**src/rtl/arb_req_pkg.sv**
```systemverilog
// Shared definitions for the arbitrated burst requester: state encoding,
// parameter defaults and counter width.
package arb_req_pkg;

  localparam int unsigned DATA_W_DEF  = 8;
  localparam int unsigned TIMEOUT_DEF = 64;
  localparam int unsigned CNT_W       = 8;

  typedef enum logic [1:0] {
    ST_IDLE    = 2'd0,
    ST_REQ     = 2'd1,
    ST_XFER    = 2'd2,
    ST_RELEASE = 2'd3
  } state_t;

endpackage

```
**src/rtl/arb_req_timer.sv**
```systemverilog
// Grant wait counter: cleared on job accept, counts while enabled,
// flags expiry when the count reaches TIMEOUT-1.
module arb_req_timer
  import arb_req_pkg::*;
#(
  parameter int unsigned TIMEOUT = TIMEOUT_DEF
) (
  input  logic clock,
  input  logic reset_n,
  input  logic clear,
  input  logic enable,
  output logic expire
);

  logic [CNT_W-1:0] count;

  always_ff @(posedge clock or negedge reset_n) begin
    if (!reset_n) begin
      count <= '0;
    end else if (clear) begin
      count <= '0;
    end else if (enable) begin
      count <= count + CNT_W'(1);
    end
  end

  assign expire = (count == CNT_W'(TIMEOUT - 1));

endmodule

```
**src/rtl/arb_requester.sv**
```systemverilog
// Burst requester: takes a job, requests the shared bus from an arbiter,
// streams job_len+1 client beats onto the bus while granted, then releases.
module arb_requester
  import arb_req_pkg::*;
#(
  parameter int unsigned DATA_W  = DATA_W_DEF,
  parameter int unsigned TIMEOUT = TIMEOUT_DEF
) (
  input  logic              clock,
  input  logic              reset_n,
  input  logic              job_valid,
  input  logic [3:0]        job_len,
  output logic              job_ready,
  output logic              req,
  input  logic              gnt,
  input  logic [DATA_W-1:0] src_data,
  input  logic              src_valid,
  output logic              src_ready,
  output logic [DATA_W-1:0] bus_data,
  output logic              bus_valid,
  output logic              done,
  output logic              timeout_err,
  output logic              busy
);

  state_t           state_q, state_d;
  logic             req_d, done_d, terr_d;
  logic [3:0]       len_q, len_d;
  logic [CNT_W-1:0] beat_q, beat_d;
  logic             tmr_clear, tmr_en, tmr_expire;
  logic             beat_fire;

  arb_req_timer #(.TIMEOUT(TIMEOUT)) u_timer (
    .clock   (clock),
    .reset_n (reset_n),
    .clear   (tmr_clear),
    .enable  (tmr_en),
    .expire  (tmr_expire)
  );

  assign job_ready = (state_q == ST_IDLE);
  assign busy      = (state_q != ST_IDLE);
  assign src_ready = (state_q == ST_XFER) && gnt;
  assign beat_fire = src_valid && src_ready;

  always_comb begin
    state_d   = state_q;
    req_d     = req;
    done_d    = 1'b0;
    terr_d    = 1'b0;
    len_d     = len_q;
    beat_d    = beat_q;
    tmr_clear = 1'b0;
    tmr_en    = 1'b0;
    case (state_q)
      ST_IDLE: begin
        if (job_valid) begin
          len_d     = job_len;
          beat_d    = '0;
          req_d     = 1'b1;
          tmr_clear = 1'b1;
          state_d   = ST_REQ;
        end
      end
      ST_REQ: begin
        // A grant arriving on the expiry cycle wins over the timeout
        if (gnt) begin
          state_d = ST_XFER;
        end else if (tmr_expire) begin
          req_d   = 1'b0;
          terr_d  = 1'b1;
          state_d = ST_RELEASE;
        end else begin
          tmr_en = 1'b1;
        end
      end
      ST_XFER: begin
        if (beat_fire) begin
          beat_d = beat_q + CNT_W'(1);
          if (beat_q == CNT_W'(len_q)) begin
            req_d   = 1'b0;
            done_d  = 1'b1;
            state_d = ST_RELEASE;
          end
        end
      end
      ST_RELEASE: begin
        req_d = 1'b0;
        if (!gnt) begin
          state_d = ST_IDLE;
        end
      end
      default: begin
        req_d   = 1'b0;
        state_d = ST_IDLE;
      end
    endcase
  end

  always_ff @(posedge clock or negedge reset_n) begin
    if (!reset_n) begin
      state_q     <= ST_IDLE;
      req         <= 1'b0;
      done        <= 1'b0;
      timeout_err <= 1'b0;
      len_q       <= '0;
      beat_q      <= '0;
      bus_valid   <= 1'b0;
      bus_data    <= '0;
    end else begin
      state_q     <= state_d;
      req         <= req_d;
      done        <= done_d;
      timeout_err <= terr_d;
      len_q       <= len_d;
      beat_q      <= beat_d;
      bus_valid   <= beat_fire;
      if (beat_fire) begin
        bus_data <= src_data;
      end
    end
  end

endmodule

```
**config.mk**
```make
export PLATFORM = sky130hd
export DESIGN_NAME = arb_requester
export DESIGN_NICKNAME = d
export VERILOG_FILES = /design/src/rtl/arb_req_pkg.sv /design/src/rtl/arb_req_timer.sv /design/src/rtl/arb_requester.sv
export SDC_FILE = /design/constraint.sdc
export NUM_CORES = 1
export LEC_CHECK = 0
export ABC_AREA = 1
export BUFFER_PORTS_ARGS = -buffer_cell sky130_fd_sc_hd__clkbuf_2
export CAP_MARGIN = 15
export CORE_ASPECT_RATIO = 0.8
export CORE_MARGIN = 3
export CORE_UTILIZATION = 45
export DETAILED_ROUTE_END_ITERATION = 10
export GPL_TIMING_DRIVEN = 0
export PLACE_DENSITY_LB_ADDON = 0.08
export SLEW_MARGIN = 20
export SYNTH_ARGS = -nofsm -noshare
export SYNTH_HDL_FRONTEND = slang
export SYNTH_SLANG_ARGS = --single-unit
```
**constraint.sdc**
```tcl
create_clock -name clock -period 1.5 [get_ports clock]
set_input_delay 0.075 -clock clock [delete_from_list [all_inputs] [get_ports clock]]
set_output_delay 0.075 -clock clock [all_outputs]
set_load 0.03 [all_outputs]
```
# Word-level counts from Yosys, hierarchy flattened
# Cells that the tools add are included.
[op_classes]
reduce_logical = 10
addsub = 2
n_mux = 29
eq_ne = 12
[ops]
columns = ["operator", "n"]
rows = [
  ["$mux W8", 4],
  ["$add A8 B1 Y8 const B", 2],
  ["$mux W1", 16],
  ["$pmux W8 S2", 1],
  ["$mux W2", 6],
  ["$ne A2 B2 Y1 const B", 5],
  ["$reduce_and A5 Y1", 2],
  ["$eq A8 B4 Y1", 1],
  ["$eq A8 B6 Y1 const B", 1],
  ["$pmux W2 S4", 1],
  ["$reduce_bool A2 Y1", 3],
  ["$eq A2 B2 Y1 const B", 2],
  ["$pmux W1 S4", 1],
  ["$ne A3 B3 Y1 const B", 1],
  ["$reduce_and A3 Y1", 1],
  ["$eq A2 B1 Y1 const B", 1],
  ["$logic_and A1 B1 Y1", 2],
  ["$logic_not A2 Y1", 1],
  ["$ne A2 B1 Y1 const B", 1],
  ["$reduce_and A2 Y1", 1],
]
[totals]
output_inout_bits = 15
ff_bits = 34
wordCells = 62

# Depth between registers and ports, before layout
[depth]
depth_word = 6
ltp_mapped = 11
ltp_nobuf = 9

# Modules after synthesis
# Synthesis repeated with hierarchy kept, for this count alone.
[hier_totals]
cells_unflattened = 238
area_unflattened_um2 = 1829.3
[modules_own_cells]
columns = ["mod", "seq_area_each_um2", "area_per_inst_um2", "instances", "cells_per_inst"]
rows = [
  ["arb_requester", 650.6, 1375.1, 1, 176],
  ["arb_req_timer", 200.2, 454.2, 1, 62],
]

# Worst setup path after synthesis
# Ideal clock, no wire load.
[synth_timing]
path_type = "flip-flop to flip-flop"
startpoint = "register state_q[0]"
endpoint = "register beat_q[7]"
synth_period_minus_slack_ns = 1.874
arrival_ns = 1.748
path_stages_with_launch = 10
path_buffers = 1
path_slack_ns = -0.374
cell_sequence = "dfrtp_1 > inv_1 > ha_1 > inv_2 > or2_4 > nand2_4 > inv_2 > buf_6 > nand4_1 > o21ai_0"
[synth_between]
elab_cells_between_ends = 9
[synth_rtl]
columns = ["element", "line", "source"]
rows = [
  ["start, declared", "arb_requester.sv:26", "state_t state_q, state_d;"],
  ["start signal, assigned", "arb_requester.sv:111", "state_q <= state_d;"],
  ["$logic_not A2 Y1 *", "--", ""],
  ["named net job_ready", "arb_requester.sv:13", "output logic job_ready,"],
  ["$ne A2 B2 Y1 (no line) / $reduce_bool A2 Y1 (equally long branches)", "--", ""],
  ["$reduce_and A3 Y1 (no line)", "--", ""],
  ["end signal, assigned", "arb_requester.sv:116", "beat_q <= beat_d;"],
  ["end, declared", "arb_requester.sv:29", "logic [CNT_W-1:0] beat_q, beat_d;"],
]
# Mark *: on every way through the listed nets, which the timed path passes. The rest lies on a longest branch.
# A chain may end at the register's enable or synchronous reset.

# Worst setup path in the final report
[layout_timing]
startpoint = "register state_q[0]"
endpoint = "register beat_q[6]"
[layout_between]
elab_chain_len = 5
elab_cells_between_ends = 9
[layout_lines]
columns = ["element", "line", "source"]
rows = [
  ["$eq A2 B2 Y1", "arb_requester.sv:43, arb_requester.sv:55", ""],
  ["$logic_and A1 B1 Y1", "arb_requester.sv:43", "assign src_ready = (state_q == ST_XFER) && gnt;"],
  ["$logic_and A1 B1 Y1", "arb_requester.sv:44", "assign beat_fire = src_valid && src_ready;"],
  ["$ne A2 B2 Y1 (no line)", "--", ""],
  ["$reduce_and A3 Y1 (no line)", "--", ""],
]
# Several ways; a longest one is shown, not always the timed one.

==> results.md <==
* Syn avg cell area at ~8.0 um^2
* Commonest non-fill, non-tap cell in the layout: nand2_1
* First-pass GRT wire length at approximately 7.4 mm
* Synth Instances at 231
* Via count at 1677
* Startpoint types: register
* # diodes at 0
* Crit path kind: register to register
* Hold Crit Class: primary input to register
* Synth Register Bits at 34
* Grt ovf at 0
* Clk Latency, worst-skew pair at between 200 and 300 ps
* Avg WL per Cell at 12.2 um
* DIE WIDTH at 77.7 um
* Routed Wire Length at 4.29 mm
* Placeable Area at 0.00388 mm^2
* Final min period at about 1500 ps
* Rows at 20
* Hold Startpoint: job_len[3]
* Top-Level Pins at 32
* Number of max-cap violations at 0
* Layout cell share with drive strength beyond 1 at 32.6%
* Root Driver: clkbuf_8
* Worst path required time at 1670 ps
* Num CTS Buffers at 5
* Initial Utilization at between 40% and 50%
* Avg Vias per Cell at about 4.8
* Setup WS post-layout at -35.8 ps
* CP startpoint: state_q[0]
* Dpl ws at -221 ps
* Worst slew margin at 43.5%
* First-pass DRT Iterations at 4
* FF-to-FF Start: state_q[0]
* Most frequent cells in the layout: nand2_1 (75), dfrtp_1 (33), clkbuf_2 (31), inv_1 (22), nor2_1 (14)
* All-layer global routing usage at 19.1%
* Worst slew pin tran at 847 ps
* Final cycle utilization of the critical path at 102%
* Die area at 0.00493 mm^2
* RSZ-0062 raised after global routing: yes
* Count of cell types in the netlist at 30
* Initial antenna violation count at 0
* CTS max path bufs at 2
* DRT antenna net count at 0
* Syn Nets at 254
* # DRC at 0
* R2R Setup Slk at -40 ps
* PortBufs at 31
* Layout Cells excl Fill at 353
* Placed insts at about 320
* Fmax achieved at 651 MHz
* VDD IR max at 0.000950 V
* Ys Warns at 0
* Outcome: finished with violations
* Min Hold Slack at 12.8 ps
* Final Skew at approximately 6.7 ps
* Setup crit end kind: register
* Sequential fraction of the synthesis area at 45.9%
* Hold Vio Cnt, Final at 0
* Crit-path max FO at 5
* CTS tree: built
* Final net count at 321
* Vias in the first global route at 1653
* Clk sinks at 34
* Mapped cell area at 0.00185 mm^2
* Power per cell area at 1810 mW/mm^2
* Final slew viol count at 0
* Area Growth Syn to Fin at 39.4%
* CTS H-Tree Depth at 2
* Die H at 63.4 um
* HPWL Detailed at 2.73 mm
* GP Congestion at 0.840
* Clock transition at path regs at 70 ps
* Failing checks: setup timing
* Final setup violation count at 8
* Leakage at about 1.3 nW
* Critical path arrival at 1700 ps
* Largest net degree at the start of global routing at 35
* DR iter-0 viols at 75
* Fill cell count at about 300
-- final cells by class --
type	count	area (um^2)	share of cell area [%]
multi-input combinational	164	952	36.9
sequential	34	852	33.0
timing repair buffer	61	440	17.0
inverter	30	135	5.23
clock buffer	6	82.6	3.20
tap	55	68.8	2.66
clock inverter	1	30.0	1.16
buffer	2	22.5	0.872
-- power by group --
part           switching, mW  internal, mW
registers              0.186          1.19
logic                   1.46          1.01
clock network          0.315         0.531
-- path summary, 6_finish.rpt --
kind | to | cells past startpoint
max in group asynchronous | state_q[1] | 2
max reg2reg | beat_q[6] | 10
max | beat_q[6] | 10
min reg2reg | bus_data[2] | 2
min in group asynchronous | req | 2
min | len_q[3] | 3
-- logic make-up (layout without fill, tap and decap cells) --
group / Yosys count / in the layout / share of synthesized area [%]
AO/OA/AOI/OAI: 22 / 22 / 7.29
XOR/XNOR: 4 / 4 / 1.89
adder cells (fa/ha/maj): 6 / 6 / 4.05
buffers and inverters: 33 / 100 / 8.03
flip-flops: 34 / 34 / 45.9
AND/OR/NAND/NOR: 132 / 132 / 32.8
-- per-stage QoR --
step,area [um^2],setup TNS (ps),total power [mW],utilization [%]
after CTS,2440,-596,4.36,63.0
after floorplan,1870,-264,2.79,-
after global routing,2580,-1200,5.06,66.6
after detailed placement,2090,-2950,3.24,54.0
after global placement,2090,-3120,3.23,54.0
final,2580,-188,4.69,66.6
-- cell usage after synthesis, drive strengths merged --
cell type | count | area share, %
inv | 29 | 6.0
or2 | 2 | 0.81
a21oi | 3 | 0.81
o21ai | 15 | 4.3
dfrtp | 34 | 46
o31ai | 1 | 0.41
nand3 | 20 | 6.5
nor3 | 6 | 1.6
clkinv | 1 | 0.20
nand2 | 80 | 17
o211ai | 1 | 0.41
nor3b | 2 | 1.1
ha | 6 | 4.1
xor2 | 4 | 1.9
o21bai | 2 | 1.4
buf | 3 | 1.8
nor2 | 18 | 4.7
nand4 | 4 | 1.4
-- state kept, by name (all words and copies together), names as in the netlist --
| signal | cells |
|---|---|
| u_timer.count | 8 |
| len_q | 4 |
| bus_valid | 1 |
| bus_data | 8 |
| done | 1 |
| state_q | 2 |
| req | 1 |
| beat_q | 8 |
| timeout_err | 1 |
-- critical path: stages (launching register included) --
cell and delay (ps):
dfrtp_1 390, inv_2 70, buf_6 100, ha_4 150, inv_6 40, or2_4 250
nand2_4 110, inv_2 60, buf_6 130, nand3_1 70, o21ai_1 60
-- per-layer routing --
metal	global-route usage, %	vias up	share of wire (%)	routed length, um
met5	0	-	0	0
met2	29.5	30	45	1930
met4	6.89	0	1.0	43
li1	-	870	-	-
met1	25.8	772	50	2160
met3	5.00	5	3.8	165
-- repair_timing --
| item | 4_1_cts | 5_1_grt |
|---|---|---|
| setup buffers | 13 | 6 |
| hold buffers | 10 | 0 |
| pin swaps | 4 | 13 |
| endpoints found under the setup margin | 25 | 28 |
| gates resized for setup | 8 | 26 |
| endpoints found under the hold margin | 43 | 0 |
| cloned | 0 | 1 |
No activity file was read; power rests on OpenSTA's default activity.
